### src/rtl/ges_read_ctrl_if.sv
// I2C transaction bus between the gesture read controller and the
// shared I2C driver: one launch pulse out, one completion pulse back.
interface ges_read_ctrl_if;
  logic       i2c_start;
  logic       i2c_rw;
  logic [7:0] i2c_reg_addr;
  logic [7:0] i2c_wr_data;
  logic       i2c_end;
  logic [7:0] i2c_rd_data;

  modport master (
    output i2c_start,
    output i2c_rw,
    output i2c_reg_addr,
    output i2c_wr_data,
    input  i2c_end,
    input  i2c_rd_data
  );

  modport slave (
    input  i2c_start,
    input  i2c_rw,
    input  i2c_reg_addr,
    input  i2c_wr_data,
    output i2c_end,
    output i2c_rd_data
  );
endinterface

### src/rtl/ges_read_ctrl.sv
// PAJ7620 read-side controller: selects bank 0, polls flag registers
// 0x43/0x44 and turns them into a one-cycle gesture code pulse.
module ges_read_ctrl #(
  parameter logic [19:0] POLL_CNT = 20'd100_000,
  parameter logic [15:0] TIMEOUT  = 16'd5_000
) (
  input  logic             i2c_clk,
  input  logic             sys_rst_n,
  input  logic             cfg_done,
  ges_read_ctrl_if.master  bus,
  output logic             ges_valid,
  output logic [3:0]       ges_code,
  output logic             rd_timeout
);

  typedef enum logic [3:0] {
    IDLE,
    BANK,
    BANK_W,
    WAIT,
    RD43,
    RD43_W,
    RD44,
    RD44_W,
    DECODE
  } state_t;

  state_t      state;
  logic [19:0] poll_cnt;
  logic [15:0] to_cnt;
  logic        bank_ok;
  logic        wave;
  logic [7:0]  flag43;
  logic        to_hit;
  logic        poll_hit;

  assign to_hit   = (to_cnt == TIMEOUT - 16'd1);
  assign poll_hit = (poll_cnt == POLL_CNT - 20'd1);

  // Code is 1 + index of the lowest set flag bit.
  function automatic logic [3:0] lsb_code(input logic [7:0] f);
    lsb_code = 4'd0;
    for (int i = 7; i >= 0; i--)
      if (f[i]) lsb_code = 4'(i + 1);
  endfunction

  always_ff @(posedge i2c_clk or negedge sys_rst_n) begin
    if (!sys_rst_n) begin
      state            <= IDLE;
      poll_cnt         <= '0;
      to_cnt           <= '0;
      bank_ok          <= 1'b0;
      wave             <= 1'b0;
      flag43           <= '0;
      bus.i2c_start    <= 1'b0;
      bus.i2c_rw       <= 1'b0;
      bus.i2c_reg_addr <= '0;
      bus.i2c_wr_data  <= '0;
      ges_valid        <= 1'b0;
      ges_code         <= '0;
      rd_timeout       <= 1'b0;
    end else begin
      bus.i2c_start <= 1'b0;
      ges_valid     <= 1'b0;
      unique case (state)
        IDLE: begin
          if (cfg_done) begin
            state            <= BANK;
            bus.i2c_start    <= 1'b1;
            bus.i2c_rw       <= 1'b0;
            bus.i2c_reg_addr <= 8'hEF;
            bus.i2c_wr_data  <= 8'h00;
          end
        end
        BANK: begin
          state  <= BANK_W;
          to_cnt <= '0;
        end
        RD43: begin
          state  <= RD43_W;
          to_cnt <= '0;
        end
        RD44: begin
          state  <= RD44_W;
          to_cnt <= '0;
        end
        WAIT: begin
          if (!cfg_done) begin
            state    <= IDLE;
            bank_ok  <= 1'b0;
            poll_cnt <= '0;
          end else if (poll_hit) begin
            poll_cnt      <= '0;
            bus.i2c_start <= 1'b1;
            if (bank_ok) begin
              state            <= RD43;
              bus.i2c_rw       <= 1'b1;
              bus.i2c_reg_addr <= 8'h43;
            end else begin
              state            <= BANK;
              bus.i2c_rw       <= 1'b0;
              bus.i2c_reg_addr <= 8'hEF;
              bus.i2c_wr_data  <= 8'h00;
            end
          end else begin
            poll_cnt <= poll_cnt + 20'd1;
          end
        end
        BANK_W, RD43_W, RD44_W: begin
          // A completion on the last allowed cycle still counts as success.
          if (bus.i2c_end) begin
            if (state == BANK_W) begin
              bank_ok <= 1'b1;
              state   <= WAIT;
            end else if (state == RD43_W) begin
              flag43           <= bus.i2c_rd_data;
              state            <= RD44;
              bus.i2c_start    <= 1'b1;
              bus.i2c_rw       <= 1'b1;
              bus.i2c_reg_addr <= 8'h44;
            end else begin
              wave       <= bus.i2c_rd_data[0];
              rd_timeout <= 1'b0;
              state      <= DECODE;
            end
          end else if (to_hit) begin
            rd_timeout <= 1'b1;
            bank_ok    <= 1'b0;
            state      <= WAIT;
          end else begin
            to_cnt <= to_cnt + 16'd1;
          end
        end
        DECODE: begin
          state <= WAIT;
          if (flag43 != 8'h00) begin
            ges_valid <= 1'b1;
            ges_code  <= lsb_code(flag43);
          end else if (wave) begin
            ges_valid <= 1'b1;
            ges_code  <= 4'd9;
          end
        end
        default: state <= IDLE;
      endcase
    end
  end

endmodule

### src/flat_wrapper.sv
// flat-port wrapper written by rule: the top's interface ports become plain ports
module ges_read_ctrl_flat 
#(
  parameter logic [19:0] POLL_CNT = 20'd100_000,
  parameter logic [15:0] TIMEOUT  = 16'd5_000
)
  (i2c_clk, sys_rst_n, cfg_done, ges_valid, ges_code, rd_timeout, bus_i2c_start, bus_i2c_rw, bus_i2c_reg_addr, bus_i2c_wr_data, bus_i2c_end, bus_i2c_rd_data);
  ges_read_ctrl_if bus_i ();
  input  logic i2c_clk;
  input  logic sys_rst_n;
  input  logic cfg_done;
  output logic ges_valid;
  output logic [3:0] ges_code;
  output logic rd_timeout;
  output wire logic [$bits(bus_i.i2c_start)-1:0] bus_i2c_start;
  output wire logic [$bits(bus_i.i2c_rw)-1:0] bus_i2c_rw;
  output wire logic [$bits(bus_i.i2c_reg_addr)-1:0] bus_i2c_reg_addr;
  output wire logic [$bits(bus_i.i2c_wr_data)-1:0] bus_i2c_wr_data;
  input wire logic [$bits(bus_i.i2c_end)-1:0] bus_i2c_end;
  input wire logic [$bits(bus_i.i2c_rd_data)-1:0] bus_i2c_rd_data;
  assign bus_i2c_start = bus_i.i2c_start;
  assign bus_i2c_rw = bus_i.i2c_rw;
  assign bus_i2c_reg_addr = bus_i.i2c_reg_addr;
  assign bus_i2c_wr_data = bus_i.i2c_wr_data;
  assign bus_i.i2c_end = bus_i2c_end;
  assign bus_i.i2c_rd_data = bus_i2c_rd_data;
  ges_read_ctrl #(.POLL_CNT(POLL_CNT), .TIMEOUT(TIMEOUT)) u_core (.i2c_clk(i2c_clk), .sys_rst_n(sys_rst_n), .cfg_done(cfg_done), .bus(bus_i), .ges_valid(ges_valid), .ges_code(ges_code), .rd_timeout(rd_timeout));
endmodule
### config.mk
export PLATFORM = sky130hd
export DESIGN_NAME = ges_read_ctrl_flat
export DESIGN_NICKNAME = d
export VERILOG_FILES = /design/src/rtl/ges_read_ctrl_if.sv /design/src/rtl/ges_read_ctrl.sv /design/src/flat_wrapper.sv
export SDC_FILE = /design/constraint.sdc
export NUM_CORES = 1
export LEC_CHECK = 0
export ABC_AREA = 1
export BUFFER_PORTS_ARGS = -buffer_cell sky130_fd_sc_hd__buf_2
export CORE_ASPECT_RATIO = 1.25
export CORE_MARGIN = 3
export CORE_UTILIZATION = 45
export CTS_BUF_LIST = sky130_fd_sc_hd__clkbuf_16
export CTS_CLUSTER_DIAMETER = 80
export CTS_CLUSTER_SIZE = 28
export DETAILED_ROUTE_END_ITERATION = 10
export PLACE_DENSITY = 0.6
export SLEW_MARGIN = 20
export SYNTH_ARGS = -nofsm -noshare
export SYNTH_HDL_FRONTEND = slang
export SYNTH_SLANG_ARGS = --single-unit
### constraint.sdc
create_clock -name i2c_clk -period 2.31 [get_ports i2c_clk]
set_input_delay 0.462 -clock i2c_clk [delete_from_list [all_inputs] [get_ports i2c_clk]]
set_output_delay 0.462 -clock i2c_clk [all_outputs]
set_load 0.02 [all_outputs]
=== Word-level counts from Yosys, hierarchy flattened ===
Cells that the tools add are included.
W data, S select, Z words.

* $add $sub $neg: 2
* Equal/unequal tests: 25
* Muxes and demuxes: 64
* Bitwise logic cells: 2
* Reduce and logical (&&, ||, !) cells: 19

{| class="wikitable"
|+ Operators by type and width
! cell !! count
|-
| $mux W8 || 11
|-
| $mux W4 || 17
|-
| $mux W20 || 2
|-
| $mux W16 || 2
|-
| $pmux W16 S2 || 1
|-
| $pmux W4 S7 || 1
|-
| $mux W1 || 24
|-
| $pmux W8 S3 || 1
|-
| $add A20 B1 Y20 const B || 1
|-
| $eq A20 B17 Y1 const B || 1
|-
| $ne A2 B2 Y1 const B || 10
|-
| $add A16 B1 Y16 const B || 1
|-
| $eq A16 B13 Y1 const B || 1
|-
| $eq A4 B3 Y1 const B || 4
|-
| $pmux W8 S2 || 1
|-
| $reduce_and A4 Y1 || 4
|-
| $reduce_bool A2 Y1 || 5
|-
| $ne A3 B2 Y1 const B || 3
|-
| $eq A4 B2 Y1 const B || 2
|-
| $reduce_bool A8 Y1 || 1
|-
| $reduce_and A7 Y1 || 1
|-
| $pmux W1 S3 || 2
|-
| $reduce_and A3 Y1 || 2
|-
| $reduce_or A3 Y1 || 2
|-
| 10 further kinds || 12
|}

* Register bits after elaboration: 74
* Input port bits: 12
* Output and inout bits: 24
* Logic and storage cells: 125

=== Logic depth before layout (Yosys ltp) ===
Gate-level depths: netlist of the first run.

* Depth after elaboration: 9
* Mapped depth: 10
* Mapped depth without buffers: 10

=== Worst setup path after synthesis of the first run ===
Ideal clock, no wire load.

* Kind: register to register
* Start point: register u_core.poll_cnt[0]
* End point: register u_core.poll_cnt[14]
* Setup time: 117 ps
* Arrival time: 1283 ps
* Data required time: 2193 ps
* Path slack: 909 ps
* Cell stages (with the launch flop): 9
* Path buffers: 0
* Period minus slack after synthesis: 1401 ps
* Cells stage by stage: dfrtp_1 ha_1 nand3_1 nor2_1 nand3b_1 inv_1 nand3_1 nand3_1 nand2_1

* Cells in the longest elaborated chain, start to end: 3
* Elaborated cells on any way between the ends: 4
* Those cells by class: add/sub: 1; eq/ne: 1; mux: 2

{| class="wikitable"
|+ Ends and longest elaborated chain
! item !! line !! source
|-
| from (decl) || ges_read_ctrl.sv:29 || <nowiki>logic [19:0] poll_cnt;</nowiki>
|-
| from (signal assigned) || ges_read_ctrl.sv:106 || <nowiki>poll_cnt <= poll_cnt + 20'd1;</nowiki>
|-
| $add A20 B1 Y20 / $eq A20 B17 Y1 (equally long branches) || ges_read_ctrl.sv:106, ges_read_ctrl.sv:38 ||
|-
| $mux W20 * || ges_read_ctrl.sv:92 || <nowiki>end else if (poll_hit) begin</nowiki>
|-
| $mux W20 * || ges_read_ctrl.sv:88 || <nowiki>if (!cfg_done) begin</nowiki>
|}

Every way passes the cells marked *; elsewhere a longest branch is shown, timed or not.
A chain may end at the register's enable or synchronous reset.

=== Worst setup path after layout of the first run ===
* Start point: register u_core.state[0]
* End point: register u_core.to_cnt[12]

* Cells in the longest elaborated chain, start to end: 4
* Elaborated cells on any way between the ends: 13
* Those cells by class: eq/ne: 8; mux: 1; reduce/logical: 4

{| class="wikitable"
|+ Ends and longest elaborated chain
! item !! line !! source
|-
| from (decl) || ges_read_ctrl.sv:28 || <nowiki>state_t state;</nowiki>
|-
| from (signal assigned) || ges_read_ctrl.sv:49 || <nowiki>state <= IDLE;</nowiki>
|-
| from (signal assigned) || ges_read_ctrl.sv:68 || <nowiki>state <= BANK;</nowiki>
|-
| from (signal assigned) || ges_read_ctrl.sv:76 || <nowiki>state <= BANK_W;</nowiki>
|-
| $eq A4 B3 Y1 (tied with other cells) || ges_read_ctrl.sv:65 || <nowiki>unique case (state)</nowiki>
|-
| $reduce_or A3 Y1 (on tied branches) || -- ||
|-
| $ne A2 B2 Y1 (no line) / $reduce_bool A2 Y1 (equally long branches) || -- ||
|-
| $reduce_and A3 Y1 (no line) || -- ||
|-
| to (signal assigned) || ges_read_ctrl.sv:131 || <nowiki>to_cnt <= to_cnt + 16'd1;</nowiki>
|-
| to (decl) || ges_read_ctrl.sv:30 || <nowiki>logic [15:0] to_cnt;</nowiki>
|}

Several ways; a longest one is shown, not always the timed one.

==> impl_table.tex, run 1 <==
\begin{tabular}{lr}
\hline
Metric & Value \\
\hline
\multicolumn{2}{l}{\textbf{Status}} \\
Status & completed \\
\multicolumn{2}{l}{\textbf{Synthesis}} \\
Synthesized instance count & 530 \\
Post-synth top flop & dfrtp\_1 \\
Simple-gate portion of the synthesized area & 38.4\% \\
Number of flops mapped to enable cells by yosys & 0 \\
Top cells by area, synth & dfrtp\_1, nand2\_1, nand3\_1 \\
Fraction of post-synthesis cell area in the top cell type by area & 41.3\% \\
Synth async-reset ratio & 100\% \\
Mux cell area share after synthesis & 0\% \\
Area of the mapped netlist & 0.00376 sq mm \\
Adder and majority cell fraction of the synthesized area & 0.666\% \\
Netlist cell types & 32 \\
Seq/Total Area, Yosys & 41.3\% \\
Area leader, netlist & dfrtp\_1 \\
Post-synthesis xor/xnor area fraction & 3.26\% \\
Largest family of logic cells by synthesized area & simple AND/OR/NAND/NOR gates \\
Register bit count reported by yosys & 62 \\
Synth Area per Inst & 7.09 sq um \\
Compound-cell area share of the yosys netlist & 6.42\% \\
Warnings, synthesis & 0 \\
Most common cell in the netlist & nand2\_1 \\
Commonest cells in the netlist & nand2\_1, nor2\_1, dfrtp\_1, inv\_1, nand3\_1 \\
\multicolumn{2}{l}{\textbf{Timing}} \\
Fin worst setup slack & 0.535 ns \\
Worst-case headroom to the max-slew limit & 66.7\% \\
Part of the cycle the worst path needs & 76.8\% \\
Fin. Hold Viols & 0 \\
Max Clock Freq & 0.563 GHz \\
Worst Skew & 0.00637 ns \\
Setup repair after global routing missed its margin & false \\
Setup-violating endpoint count in the final report & 0 \\
Slew at the pin with the worst max-slew slack & 0.495 ns \\
Final critical delay including setup and external delays & 1.77 ns \\
Final count of pins violating max slew & 0 \\
Total Neg Setup Slack & 0 ns \\
\multicolumn{2}{l}{\textbf{Setup path}} \\
R2r startpoint & u\_core.state[0] \\
Logic depth of the worst register-to-register path & 6 \\
Arr. time, crit path & 2.01 ns \\
Required @ worst endpoint & 2.55 ns \\
Endpoint of the worst-slack reg-to-reg timing path & u\_core.to\_cnt[12] \\
Max FO, Critical Path & 21 \\
Sort of element at the end of the critical path & flip-flop \\
Worst setup SP type & flip-flop \\
Critical setup path kind & flip-flop to flip-flop \\
Reg-to-reg setup timing slack & 0.54 ns \\
\multicolumn{2}{l}{\textbf{Floorplanning}} \\
Die height & 108 um \\
I/O pin cnt & 36 \\
Site row count & 36 \\
Core area & 0.00797 sq mm \\
Die width & 87.8 um \\
Die outline area & 0.00949 sq mm \\
Starting density of the core & 47.2\% \\
\multicolumn{2}{l}{\textbf{Power and ir drop}} \\
Static leakage & 2.04 nW \\
Peak VDD IR & 0.568 mV \\
Post-layout power & 4.85 mW \\
Power per unit of standard cell area & 1150 mW/mm\^{}2 \\
\multicolumn{2}{l}{\textbf{Placed design}} \\
Worst setup slack after placement & 0.535 ns \\
Detail Placement HPWL & 6480 um \\
GP Congestion & 0.911 \\
Area post-placement & 0.00393 sq mm \\
Placed cell count & 643 \\
Number of I/O port buffers & 26 \\
\multicolumn{2}{l}{\textbf{Global route}} \\
Total Routing Usage GR & 19.5\% \\
Wire length of the first global-routing pass & 14600 um \\
Antenna violations before repair & 0 \\
Sum of overflow across all layers after global routing & 0 \\
Number of global-route vias before repair & 3259 \\
Maximum number of pins on one net before global-route repair & 25 \\
\multicolumn{2}{l}{\textbf{Clocking}} \\
TritonCTS buffer count & 9 \\
CTS resizes & 0 \\
Setup Buffers After CTS & 0 \\
Clock root buffer & clkbuf\_16 \\
Clock slew at the register clock pins of the worst setup and hold paths & 0.06 ns \\
Number of H-tree branching levels & 3 \\
Maximum root-to-sink buffer count & 2 \\
Number of hold buffers added after CTS & 0 \\
CTS sink count & 62 \\
Clock Latency Late Sink & 0.33 ns \\
CTS tree & built \\
\multicolumn{2}{l}{\textbf{Routing}} \\
Total via count in the routed design & 3326 \\
Avg WL per Cell & 12.9 um \\
Drt via density & 5.05 \\
Remaining routing DRC violations & 0 \\
Detailed router's first-iteration violation count & 124 \\
Routed WL & 8480 um \\
Remaining number of nets flagged by the antenna check after routing & 0 \\
Pre-Repair DR Iteration Count & 4 \\
\multicolumn{2}{l}{\textbf{Min path}} \\
Min-delay worst type & primary input to asynchronous set/reset pin \\
\multicolumn{2}{l}{\textbf{Cells and area}} \\
Fraction of final layout cells sized beyond drive strength 1 & 12.2\% \\
Relative area change from synthesis to final layout & 12.5\% \\
Final net count & 573 \\
Post-Layout Inst Area & 0.00423 sq mm \\
Antenna cells & 0 \\
Number of cells in the finished layout apart from fillers & 659 \\
Final-layout fill cell count & 792 \\
\multicolumn{2}{l}{\textbf{Job}} \\
Max-cap viol count & 0 \\
\hline
\end{tabular}
[kinds of logic (layout without fill, tap and decap cells)]
family,Yosys count,in the layout
AOI/OAI and AO/OA,45,45
xor gates and xnor gates,14,14
adders and majority gates,2,2
buffers and inverters,80,106
DFF,62,62
other,1,9
and+or+nand+nor,326,326
[critical path: stages (launching register included)]
cell and delay, ns:
dfrtp_1 0.50, inv_2 0.12, nand3_4 0.13, nand2_4 0.14, nand3_2 0.14, nand3_2 0.34
o21ai_0 0.30
[stage by stage]
stage | utilization, % | hold WS (ns)
2_1_floorplan | - | 0.166
3_3_place_gp | 49.3 | 0.441
3_5_place_dp | 49.3 | 0.450
4_1_cts | 53.1 | 0.0931
5_1_grt | 53.1 | 0.118
6_report | 53.1 | 0.0846
[metal layers]
metal | track usage (%) | part of all wire, % | vias up
met5 | 0 | 0 | -
met4 | 9.32 | 2.3 | 0
met3 | 3.20 | 2.8 | 20
met2 | 33.0 | 51 | 53
met1 | 24.0 | 44 | 1525
li1 | - | - | 1728
[how the worst max path moves through the flow]
stage	to	from
after floorplan	u_core.poll_cnt[14]	u_core.poll_cnt[0]
after global placement	u_core.to_cnt[12]	u_core.to_cnt[0]
after detailed placement	u_core.to_cnt[12]	u_core.state[0]
after CTS	u_core.to_cnt[12]	u_core.to_cnt[0]
after global routing	u_core.to_cnt[12]	u_core.to_cnt[0]
final	u_core.to_cnt[12]	u_core.state[0]
[cell type report]
class | count | area [sq um] | area share (%)
multi-input cells | 396 | 1870 | 44.1
flip-flops and latches | 62 | 1550 | 36.7
inverters | 61 | 229 | 5.41
clock buffers | 9 | 225 | 5.32
repair buffers | 29 | 165 | 3.90
well taps | 95 | 119 | 2.81
clock inverters | 7 | 75.1 | 1.77
[power breakdown]
group	leakage, nW	internal [mW]	switching, mW
registers	0.813	1.44	0.370
clock network	0.138	0.836	0.515
logic	1.09	0.542	1.15
[layout by cell type (no fill, tap or decap), types with 2 or more instances in the layout]
cell type / count
o211ai_1: 2
nand3_2: 3
nand3_4: 2
clkinv_4: 2
dfrtp_1: 62
buf_4: 2
nand4_1: 9
nor2_1: 67
nand2_1: 164
a21oi_1: 6
xor2_1: 13
nand2_2: 3
ha_1: 2
clkbuf_16: 9
inv_1: 55
nand3_1: 55
clkinvlp_4: 3
nor3_1: 10
o21ai_1: 11
nand3b_1: 2
conb_1: 9
o22ai_1: 6
buf_2: 26
nor2_2: 4
o21ai_0: 19
nor2_4: 3
inv_2: 6
[registers in the layout, indices dropped and copies added (netlist names)]
name	count
u_core.bank_ok	1
u_core.bus.i2c_reg_addr	4
u_core.bus.i2c_rw	1
u_core.bus.i2c_start	1
u_core.flag43	8
u_core.ges_code	4
u_core.ges_valid	1
u_core.poll_cnt	20
u_core.rd_timeout	1
u_core.state	4
u_core.to_cnt	16
u_core.wave	1
Power figures use the tool's default switching activity.
==> run 2: changes to the inputs <==
==> constraint.sdc (replaced) <==
create_clock -name i2c_clk -period 1.8 [get_ports i2c_clk]
set_input_delay 0.36 -clock i2c_clk [delete_from_list [all_inputs] [get_ports i2c_clk]]
set_output_delay 0.36 -clock i2c_clk [all_outputs]
set_load 0.02 [all_outputs]
==> impl_table.tex, run 2 (synthesis results as in run 1) <==
\begin{tabular}{lr}
\hline
Metric & Value \\
\hline
\multicolumn{2}{l}{\textbf{Setup path}} \\
Max FO, Critical Path & 11 \\
Chain of cells forming the critical path & ha\_1, nand3\_1, nor2\_1, nand3\_1, nand2\_4, nand3\_1, nand2\_1, nand2\_1 \\
Buffers \& Inverters on Critical Path & 0 \\
Launching element of the worst setup path & u\_core.poll\_cnt[0] \\
R2r startpoint & u\_core.poll\_cnt[0] \\
Required @ worst endpoint & 2.01 ns \\
Critical Path Max Stage Delay & 0.38 ns \\
Critical setup path kind & flip-flop to flip-flop \\
Category of cells accounting for the largest share of critical-path delay & simple AND/OR/NAND/NOR gates \\
Arr. time, crit path & 1.84 ns \\
Cell with the most instances on the worst path & nand3\_1 \\
Worst setup SP type & flip-flop \\
Sort of element at the end of the critical path & flip-flop \\
Slowest stage cell, crit path & dfrtp\_1 \\
\multicolumn{2}{l}{\textbf{Global route}} \\
Sum of overflow across all layers after global routing & 0 \\
Maximum number of pins on one net before global-route repair & 37 \\
Antenna violations before repair & 0 \\
Total Routing Usage GR & 19.3\% \\
Number of global-route vias before repair & 3186 \\
Wire length of the first global-routing pass & 14500 um \\
\multicolumn{2}{l}{\textbf{Cells and area}} \\
Number of flip-flops under the largest register name & 20 \\
Antenna cells & 0 \\
Top Registers & u\_core.poll\_cnt (20), u\_core.to\_cnt (16), u\_core.flag43 (8) \\
Commonest non-fill, non-tap cell in the layout & nand2\_1 \\
Fraction of final layout cells sized beyond drive strength 1 & 12.8\% \\
Highest-count cells in the layout ignoring fill and taps & nand2\_1, nor2\_1, dfrtp\_1, inv\_1, nand3\_1 \\
Final core occ & 53.7\% \\
Biggest register & u\_core.poll\_cnt \\
Final net count & 579 \\
Relative area change from synthesis to final layout & 13.9\% \\
\multicolumn{2}{l}{\textbf{Routing}} \\
Remaining routing DRC violations & 0 \\
Routed WL & 8470 um \\
Drt via density & 5.09 \\
Avg WL per Cell & 12.7 um \\
Total via count in the routed design & 3382 \\
Remaining number of nets flagged by the antenna check after routing & 0 \\
Pre-Repair DR Iteration Count & 4 \\
Detailed router's first-iteration violation count & 123 \\
\multicolumn{2}{l}{\textbf{Placed design}} \\
Number of I/O port buffers & 26 \\
Detail Placement HPWL & 6380 um \\
GP Congestion & 0.872 \\
\multicolumn{2}{l}{\textbf{Floorplanning}} \\
Starting density of the core & 47.2\% \\
I/O pin cnt & 36 \\
Die width & 87.8 um \\
Core area & 0.00797 sq mm \\
Die outline area & 0.00949 sq mm \\
Die height & 108 um \\
Site row count & 36 \\
\multicolumn{2}{l}{\textbf{Timing}} \\
Part of the cycle the worst path needs & 90.7\% \\
Setup repair after global routing missed its margin & true \\
Fin. Hold Viols & 0 \\
Total Neg Setup Slack & 0 ns \\
Final count of pins violating max slew & 0 \\
Max Clock Freq & 0.613 GHz \\
Worst Skew & 0.00594 ns \\
Final critical delay including setup and external delays & 1.63 ns \\
Setup-violating endpoint count in the final report & 0 \\
\multicolumn{2}{l}{\textbf{Clocking}} \\
Clock slew at the register clock pins of the worst setup and hold paths & 0.06 ns \\
Clock Latency Late Sink & 0.32 ns \\
Maximum root-to-sink buffer count & 2 \\
CTS tree & built \\
CTS sink count & 62 \\
Number of H-tree branching levels & 3 \\
Clock root buffer & clkbuf\_16 \\
TritonCTS buffer count & 9 \\
\multicolumn{2}{l}{\textbf{Power and ir drop}} \\
Peak VDD IR & 0.659 mV \\
Part of the total power dissipated in the clock network & 27.0\% \\
Switching share of power & 41.5\% \\
Switching power summed over all nets & 2.59 mW \\
Share of power burned in registers & 37.0\% \\
Share of power burned in combinational logic & 36.0\% \\
Static leakage & 2.07 nW \\
Power Internal & 3.66 mW \\
Power per unit of standard cell area & 1460 mW/mm\^{}2 \\
\multicolumn{2}{l}{\textbf{Min path}} \\
Hold wc startpoint & bus\_i2c\_rd\_data[6] \\
Min-delay worst type & primary input to flip-flop \\
\multicolumn{2}{l}{\textbf{Status}} \\
Status & completed \\
\multicolumn{2}{l}{\textbf{Job}} \\
Max-cap viol count & 0 \\
\hline
\end{tabular}
-- run 2: repair_timing --
item                                    4_1_cts  5_1_grt
hold buffers                                  1        0
resized for setup                             0        2
endpoints found under the setup margin        0       24
buffers inserted                              0        0
endpoints found under the hold margin        11        0
-- run 2: area by class of cell --
type                            instances  area, sq um
Sequential cell                        62         1550
Timing Repair Buffer                   35          213
Clock inverter                          7         66.3
Inverter                               61          229
Multi-Input combinational cell        396         1880
Tap cell                               95          119
Fill cell                             816         3690
Clock buffer                            9          225
-- run 2: power groups by stage --
stage          Sequential [mW]  Clock (mW)  Combinational, mW
2_1_floorplan             2.32           0               1.73
3_3_place_gp              2.32           0               2.21
3_5_place_dp              2.32           0               2.25
4_1_cts                   2.31        1.73               2.26
5_1_grt                   2.38        1.79               2.57
6_report                  2.31        1.69               2.25
-- run 2: worst register-to-register path, delay by kind of cell (launching register included) --
| kind | cells | cell delay (ns) |
|---|---|---|
| and+or+nand+nor | 7 | 0.93 |
| DFF | 1 | 0.38 |
| adders and majority gates | 1 | 0.20 |
-- run 2: worst paths after layout --
check | endpoint | slack [ns] | cells past startpoint
worst min register to register | u_core.bus.i2c_reg_addr[6] | 0.46 | 1
worst max register to register | u_core.state[1] | 0.17 | 8
max in group asynchronous | u_core.wave | 0.78 | 3
worst max-delay path | u_core.state[1] | 0.17 | 8
worst min-delay path | u_core.flag43[6] | 0.23 | 3
min in group asynchronous | u_core.ges_code[0] | 0.50 | 2
-- run 2: metrics by stage --
stage	area (sq um)	std cells	setup WS [ns]	hold WS (ns)	total power, mW
2_1_floorplan	3790	538	0.399	0.0644	4.05
3_3_place_gp	3970	648	0.116	0.266	4.53
3_5_place_dp	3970	648	0.0859	0.269	4.57
4_1_cts	4270	665	0.0768	0.225	6.29
5_1_grt	4280	665	-0.0199	0.243	6.74
6_report	4280	665	0.168	0.234	6.25
-- run 2: metal layers --
metal / GRT usage, % / share of wire (%)
met1: 23.8 / 45
met2: 33.5 / 51
met3: 3.89 / 3.1
met4: 5.92 / 1.2
met5: 0 / 0
==> run 3: changes to the inputs <==
--- a/config.mk
+++ b/config.mk
@@ -15,6 +15,7 @@
 export CTS_CLUSTER_SIZE = 28
 export DETAILED_ROUTE_END_ITERATION = 10
 export PLACE_DENSITY = 0.6
+export REMOVE_ABC_BUFFERS = 1
 export SLEW_MARGIN = 20
 export SYNTH_ARGS = -nofsm -noshare
 export SYNTH_HDL_FRONTEND = slang
==> impl_table.tex, run 3 (synthesis results as in run 1) <==
\begin{tabular}{lr}
\hline
Metric & Value \\
\hline
\multicolumn{2}{l}{\textbf{Status}} \\
Status & completed \\
\multicolumn{2}{l}{\textbf{Clocking}} \\
Clock Latency Late Sink & 0.33 ns \\
Number of H-tree branching levels & 3 \\
CTS sink count & 62 \\
Setup Buffers After CTS & 0 \\
TritonCTS buffer count & 9 \\
Clock root buffer & clkbuf\_16 \\
Maximum root-to-sink buffer count & 2 \\
CTS tree & built \\
Clock slew at the register clock pins of the worst setup and hold paths & 0.05 ns \\
\multicolumn{2}{l}{\textbf{Setup path}} \\
Max FO, Critical Path & 5 \\
Worst setup SP type & flip-flop \\
Reg-to-reg setup timing slack & 0.16 ns \\
Required @ worst endpoint & 2.07 ns \\
Sort of element at the end of the critical path & flip-flop \\
R2r startpoint & u\_core.poll\_cnt[0] \\
Endpoint of the worst-slack reg-to-reg timing path & u\_core.poll\_cnt[14] \\
Arr. time, crit path & 1.90 ns \\
Launching element of the worst setup path & u\_core.poll\_cnt[0] \\
Critical setup path kind & flip-flop to flip-flop \\
Logic depth of the worst register-to-register path & 9 \\
\multicolumn{2}{l}{\textbf{Routing}} \\
Avg WL per Cell & 12.8 um \\
Drt via density & 5.10 \\
Total via count in the routed design & 3391 \\
Remaining number of nets flagged by the antenna check after routing & 0 \\
Remaining routing DRC violations & 0 \\
Pre-Repair DR Iteration Count & 4 \\
Routed WL & 8540 um \\
Detailed router's first-iteration violation count & 169 \\
\multicolumn{2}{l}{\textbf{Power and ir drop}} \\
Post-layout power & 6.23 mW \\
Static leakage & 2.08 nW \\
Power per unit of standard cell area & 1460 mW/mm\^{}2 \\
Peak VDD IR & 0.675 mV \\
\multicolumn{2}{l}{\textbf{Timing}} \\
Max Clock Freq & 0.612 GHz \\
Part of the cycle the worst path needs & 90.8\% \\
Setup-violating endpoint count in the final report & 0 \\
Final count of pins violating max slew & 0 \\
Final-layout worst hold slack & 0.225 ns \\
Setup repair after global routing missed its margin & false \\
Total Neg Setup Slack & 0 ns \\
Fin. Hold Viols & 0 \\
Final critical delay including setup and external delays & 1.64 ns \\
Fin worst setup slack & 0.165 ns \\
Worst Skew & 0.00678 ns \\
\multicolumn{2}{l}{\textbf{Global route}} \\
Sum of overflow across all layers after global routing & 0 \\
Number of global-route vias before repair & 3230 \\
Maximum number of pins on one net before global-route repair & 37 \\
Total Routing Usage GR & 19.7\% \\
Antenna violations before repair & 0 \\
Wire length of the first global-routing pass & 14800 um \\
\multicolumn{2}{l}{\textbf{Placed design}} \\
Detail Placement HPWL & 6370 um \\
GP Congestion & 0.895 \\
Number of I/O port buffers & 26 \\
Worst setup slack after placement & 0.0894 ns \\
\multicolumn{2}{l}{\textbf{Floorplanning}} \\
Core area & 0.00797 sq mm \\
I/O pin cnt & 36 \\
Site row count & 36 \\
Die height & 108 um \\
Die width & 87.8 um \\
Die outline area & 0.00949 sq mm \\
Starting density of the core & 47.2\% \\
\multicolumn{2}{l}{\textbf{Cells and area}} \\
Final core occ & 53.6\% \\
Biggest register & u\_core.poll\_cnt \\
Final net count & 579 \\
Relative area change from synthesis to final layout & 13.6\% \\
Top Registers & u\_core.poll\_cnt (20), u\_core.to\_cnt (16), u\_core.flag43 (8) \\
Commonest non-fill, non-tap cell in the layout & nand2\_1 \\
Fraction of final layout cells sized beyond drive strength 1 & 12.6\% \\
Number of flip-flops under the largest register name & 20 \\
Antenna cells & 0 \\
Highest-count cells in the layout ignoring fill and taps & nand2\_1, nor2\_1, dfrtp\_1, inv\_1, nand3\_1 \\
\multicolumn{2}{l}{\textbf{Min path}} \\
WHS Endpoint & u\_core.flag43[7] \\
Hold-critical path depth & 3 \\
Hold wc startpoint & bus\_i2c\_rd\_data[7] \\
Min-delay worst type & primary input to flip-flop \\
\multicolumn{2}{l}{\textbf{Job}} \\
Max-cap viol count & 0 \\
\hline
\end{tabular}
run 3: cell count changes in the layout (fill, tap and decap cells not counted):
cell,delta
inv_1,+1
clkinvlp_4,-3
clkinv_2,+2
run 3: what timing repair did:
item                                    in CTS  in global routing
resized for setup                            0                  2
hold endpoints to repair                    15                  0
hold buffers                                 1                  0
endpoints found under the setup margin       0                 15
run 3: power by group:
| part | switching [mW] | total (mW) | internal, mW |
|---|---|---|---|
| logic | 1.50 | 2.25 | 0.752 |
| clock network | 0.610 | 1.66 | 1.05 |
| registers | 0.472 | 2.32 | 1.85 |
| total | 2.58 | 6.23 | 3.65 |
run 3: worst max-delay path by stage:
stage	endpoint	slack, ns	cells past startpoint
after floorplan	u_core.to_cnt[12]	0.32	9
after global placement	u_core.to_cnt[12]	0.13	9
after detailed placement	u_core.to_cnt[12]	0.09	9
after CTS	u_core.to_cnt[6]	0.08	9
after global routing	u_core.state[2]	0.003	8
final	u_core.poll_cnt[14]	0.16	9
run 3: cell type report:
cell class,instances,area [sq um]
multi-input cells,396,1880
flip-flops and latches,62,1550
inverters,61,229
clock inverters,7,57.6
well taps,95,119
clock buffers,9,225
fillers,789,3700
repair buffers,35,213
run 3: metrics by stage:
stage / cells / cell area, sq um
floorplan: 519 / 3650
global route: 665 / 4270
global placement: 648 / 3970
detailed placement: 648 / 3970
finish: 665 / 4270
CTS: 665 / 4260
run 3: critical path, stage by stage, from the launching register on:
cell and delay [ns]:
dfrtp_1 0.38, ha_1 0.20, nand3_1 0.18, nor2_1 0.21
nand3b_1 0.19, inv_1 0.13, nand2_1 0.06, nand2_1 0.07
nand3_1 0.08, nand2_1 0.07
run 3: layer usage:
metal / up-vias / wire, um / GRT usage, %
met2: 56 / 4330 / 32.7
li1: 1743 / - / -
met3: 13 / 233 / 3.73
met5: - / 0 / 0
met4: 0 / 190 / 7.46
met1: 1579 / 3790 / 25.3
